**src/rtl/dmem_arbiter.sv**
```systemverilog
// Arbitrates the single-port data memory between the pipeline MEM stage and the loader/debug port.
// Latency: grant and memory drive are same-cycle combinational; loader read data returns 1 cycle after its grant edge.
// Backpressure: the pipeline gets p_stall when it loses; the loader simply waits for l_gnt, with a starvation bound and a lock mode.
module dmem_arbiter #(
    parameter int ADDR_W     = 8,
    parameter int DATA_W     = 8,
    parameter int STARVE_MAX = 4
) (
    input  logic              clk,
    input  logic              reset,
    input  logic              p_en,
    input  logic              p_rw,
    input  logic [ADDR_W-1:0] p_addr,
    input  logic [DATA_W-1:0] p_wdata,
    output logic              p_stall,
    input  logic              l_req,
    input  logic              l_lock,
    input  logic              l_rw,
    input  logic [ADDR_W-1:0] l_addr,
    input  logic [DATA_W-1:0] l_wdata,
    output logic              l_gnt,
    output logic              l_rvalid,
    output logic [DATA_W-1:0] l_rdata,
    input  logic [DATA_W-1:0] mem_rdata,
    output logic              mem_en,
    output logic              mem_rw,
    output logic [ADDR_W-1:0] mem_addr,
    output logic [DATA_W-1:0] mem_din
);

    localparam int CNT_W = $clog2(STARVE_MAX + 1);

    typedef enum logic {
        ARB  = 1'b0,
        LOCK = 1'b1
    } state_t;

    state_t           state;
    logic [CNT_W-1:0] starve_cnt;
    logic             pipe_gnt;
    logic             ldr_gnt;
    logic             starved;

    assign starved = (starve_cnt >= CNT_W'(STARVE_MAX));

    // Grant decision; everything is held quiet while reset is asserted.
    always_comb begin
        pipe_gnt = 1'b0;
        ldr_gnt  = 1'b0;
        if (reset) begin
            case (state)
                ARB: begin
                    if (!l_req)
                        pipe_gnt = p_en;
                    else if (!p_en)
                        ldr_gnt = 1'b1;
                    else if (!starved)
                        pipe_gnt = 1'b1;
                    else
                        ldr_gnt = 1'b1;
                end
                LOCK: begin
                    ldr_gnt = l_req;
                end
                default: begin
                    pipe_gnt = 1'b0;
                    ldr_gnt  = 1'b0;
                end
            endcase
        end
    end

    assign l_gnt   = ldr_gnt;
    assign p_stall = reset & p_en & ~pipe_gnt;

    always_comb begin
        mem_en   = 1'b0;
        mem_rw   = 1'b0;
        mem_addr = '0;
        mem_din  = '0;
        if (ldr_gnt) begin
            mem_en   = 1'b1;
            mem_rw   = l_rw;
            mem_addr = l_addr;
            mem_din  = l_wdata;
        end else if (pipe_gnt) begin
            mem_en   = 1'b1;
            mem_rw   = p_rw;
            mem_addr = p_addr;
            mem_din  = p_wdata;
        end
    end

    always_ff @(posedge clk or negedge reset) begin
        if (!reset) begin
            state      <= ARB;
            starve_cnt <= '0;
            l_rvalid   <= 1'b0;
        end else begin
            l_rvalid <= ldr_gnt & ~l_rw;
            case (state)
                ARB: begin
                    // Only a pipeline win over a waiting loader counts toward starvation.
                    if (l_req && p_en && pipe_gnt)
                        starve_cnt <= starve_cnt + CNT_W'(1);
                    else
                        starve_cnt <= '0;
                    if (ldr_gnt && l_lock)
                        state <= LOCK;
                end
                LOCK: begin
                    starve_cnt <= '0;
                    if (!(l_req && l_lock))
                        state <= ARB;
                end
                default: begin
                    state      <= ARB;
                    starve_cnt <= '0;
                end
            endcase
        end
    end

    assign l_rdata = l_rvalid ? mem_rdata : '0;

endmodule

```
**config.mk**
```make
export PLATFORM = sky130hd
export DESIGN_NAME = dmem_arbiter
export DESIGN_NICKNAME = d
export VERILOG_FILES = /design/src/rtl/dmem_arbiter.sv
export SDC_FILE = /design/constraint.sdc
export NUM_CORES = 1
export LEC_CHECK = 0
export CAP_MARGIN = 20
export CELL_PAD_IN_SITES_DETAIL_PLACEMENT = 1
export CELL_PAD_IN_SITES_GLOBAL_PLACEMENT = 2
export CORE_MARGIN = 5
export CORE_UTILIZATION = 10
export CTS_CLUSTER_DIAMETER = 80
export CTS_CLUSTER_SIZE = 10
export DETAILED_ROUTE_END_ITERATION = 16
export PLACE_DENSITY_LB_ADDON = 0.25
export SLEW_MARGIN = 20
export SYNTH_ARGS = -nofsm -noshare
export SYNTH_HDL_FRONTEND = slang
export SYNTH_SLANG_ARGS = --single-unit
export TNS_END_PERCENT = 1
```
**constraint.sdc**
```tcl
create_clock -name clk -period 3 [get_ports clk]
set_input_delay 0.6 -clock clk [delete_from_list [all_inputs] [get_ports clk]]
set_output_delay 0.6 -clock clk [all_outputs]
set_load 0.02 [all_outputs]
```
==> reports/metrics.csv <==
stage,metric,value,unit
critical_path,timing.rr.end,starve_cnt[1]$_DFF_PN0_,
route,drt-total-wl,2.88,mm
logic_synthesis,yosysWarnings,0,
worst_hold_path,hold_class,reg2reg,
logic_synthesis,synth_commonest_cells,"a22o_1 (16), and2_1 (9), dfrtp_1 (5)",
logic_synthesis,postSynthCellCount,52,
place,port_buffers,75,
critical_path,cp-end-kind,output port,
worst_hold_path,min_path_cells,1,
critical_path,r2r_start,state$_DFF_PN0_,
clocking,clock_path_buffers,2,
global_route,grt_pass1_wl,4.30,mm
timing,post-route-period-util,93.9,%
logic_synthesis,async_flop_share,100,%
power_and_ir_drop,finalPower,0.360,mW
clocking,hold_buffers,0,
global_route,antenna_found_initial,0,
critical_path,ff2ff_path_depth,3,
power_and_ir_drop,powerDensity,257,nW/um^2
clocking,cts_tree,built,
clocking,clk_pin_slew_worst_paths,0.04,ns
clocking,cts_resized,17,
place,dp.cells,199,
timing,setup_viol,0,
route,ant_nets,0,
clocking,clkLatencyLatePin,0.23,ns
logic_synthesis,syn_area_per_cell,9.58,um^2
cells_and_area,fillCellCount,568,
logic_synthesis,synth-edff-count,0,
logic_synthesis,synth_cell_types,19,
timing,fin_skew,0.000427,ns
cells_and_area,instances_no_fill,203,
global_route,first_global_vias,839,
run_status,outcome,completed,
logic_synthesis,netlist_area,498,um^2
critical_path,critPathLaunchType,primary input,
place,gp_congestion,0.676,
logic_synthesis,yosysTopAreaCell,a22o_1,
cells_and_area,insertedDiodeCount,0,
logic_synthesis,synth_simple_gate_area_share,30.4,%
clocking,cts_made_buffers,3,
global_route,grt_max_degree,18,
timing,slew_violations,0,
cells_and_area,drive_above_1_share,11.8,%
cells_and_area,final_nets,185,
timing,rsz0062_at_grt,no,
logic_synthesis,synth_mux_area_share,0,%
worst_hold_path,hold_path_startpoint,starve_cnt[0]$_DFF_PN0_,
route,drc,0,
timing,fmax,355,MHz
route,wl_per_cell,14.2,um
cells_and_area,syn2layout_area_growth,182,%
timing,min_period,2.82,ns
logic_synthesis,yosysMostFrequentCell,a22o_1,
logic_synthesis,synth_ff_type,dfrtp_1,
die,start_util,10.4,%
die,die-width,80.6,um
logic_synthesis,synth_area_leaders,"a22o_1 (28%), dfrtp_1 (25%), and2_1 (11%)",
critical_path,cp_data_required_time,2.40,ns
die,die_area,6490,um^2
die,core_area,4790,um^2
route,routed_via_density,3.87,
logic_synthesis,synth.top_cell.area_share,28.1,%
timing,hold_viol,0,
critical_path,crit_arrival,2.22,ns
run,drv_cap,0,
logic_synthesis,synth_fa_ha_area_share,2.51,%
place,hpwl,2.49,mm
clocking,clock-sinks,5,
power_and_ir_drop,p_leak,0.634,nW
global_route,groute.usage.overall,8.40,%
timing,tightestPinTransition,0.256,ns
logic_synthesis,syn_nets,100,
critical_path,crit_fanout,17,
worst_hold_path,worstHoldEndpoint,starve_cnt[0]$_DFF_PN0_,
critical_path,worstSetupPathType,in2out,
global_route,gr-total-overflow,0,
logic_synthesis,ys_seq_area_share,25.1,%
logic_synthesis,synth_compound_area_share,34.4,%
route,vias,786,
route,drtIter0Drc,20,
die,rows,25,
route,drt_pre_antenna_iters,3,
timing,slew_headroom,83.0,%
clocking,htreeDepth,1,
logic_synthesis,synthXorXnorAreaFrac,0,%
timing,hold_ws,0.437,ns
clocking,cts_root_buffer,clkbuf_8,
power_and_ir_drop,peakVddDrop,0.162,mV
clocking,cts_setup_buffers,0,
logic_synthesis,synth_top_family_by_area,compound AO/OA/AOI/OAI gates,
logic_synthesis,synth-seq-cells,5,
cells_and_area,utilization,29.3,%
die,die_h,80.6,um
die,ios,76,
critical_path,ff2ff_setup_slack,1.92,ns
## metrics by stage
stage                     setup TNS [ns]  worst slack (ns)  instance area, um^2
after floorplan                        0              1.02                  498
after global placement            -0.307           -0.0374                 1380
after detailed placement          -0.714           -0.0593                 1380
after CTS                              0             0.147                 1400
after global routing                   0             0.118                 1400
final                                  0             0.183                 1400
## how the worst max path moves through the flow
stage	start	slack [ns]	endpoint	cells past startpoint
after floorplan	p_en	1.02	mem_addr[2]	4
after global placement	l_req	-0.04	mem_rw	6
after detailed placement	l_req	-0.06	mem_rw	6
after CTS	l_req	0.15	l_gnt	5
after global routing	l_req	0.12	l_gnt	5
final	l_req	0.18	l_gnt	5
## cells by family (layout without fill, tap and decap cells)
kind of cell | after synthesis | in the layout
AO/OA/AOI/OAI | 20 | 20
adder cells (fa/ha/maj) | 1 | 1
buffers and inverters | 3 | 87
flip-flops | 5 | 5
AND/OR/NAND/NOR | 23 | 23
## metal layers
metal	vias up	track usage, %	share of wire [%]
met4	0	3.55	2.9
met3	7	2.13	11
met2	47	14.8	48
met1	362	9.48	37
met5	-	0	0
li1	370	-	-
## registers in the layout (all words and copies together) (netlist names)
signal      cells
l_rvalid        1
state           1
starve_cnt      3
## critical path, stage by stage
cell	delay, ns
clkdlybuf4s50_1	0.57
nand2_1	0.14
nor2_4	0.14
buf_12	0.15
clkdlybuf4s50_1	0.61
## layout make-up
cell class	instances	area, um^2	area share (%)
Timing Repair Buffer	83	815	58.0
Multi-Input combinational cell	44	335	23.9
Sequential cell	5	125	8.91
Tap cell	67	83.8	5.97
Clock buffer	4	45.0	3.21
## report_power, final
| group | internal [mW] | leakage, nW | switching [mW] |
|---|---|---|---|
| combinational | 0.0985 | 0.543 | 0.0613 |
| clock | 0.0916 | 0.0228 | 0.0373 |
| sequential | 0.0693 | 0.0688 | 0.00220 |
| total | 0.259 | 0.634 | 0.101 |
## placed cells by master, fill, tap and decap left out
cell type | Yosys | layout
a21oi_1 | 1 | 1
a21oi_2 | 1 | 1
a22o_1 | 16 | 16
a22o_2 | 1 | 1
and2_1 | 9 | 9
and2b_2 | 1 | 1
and3_1 | 3 | 3
buf_12 | 0 | 2
buf_4 | 0 | 6
clkbuf_1 | 0 | 1
clkbuf_8 | 0 | 3
clkdlybuf4s50_1 | 0 | 58
dfrtp_1 | 5 | 5
dlygate4sd2_1 | 0 | 17
ha_1 | 1 | 1
nand2_1 | 3 | 3
nor2_1 | 2 | 2
nor2_4 | 1 | 1
nor3_1 | 1 | 1
nor3b_4 | 1 | 1
nor4_1 | 1 | 1
o21a_1 | 1 | 1
or2b_1 | 1 | 1
No activity file was read; power rests on OpenSTA's default activity.
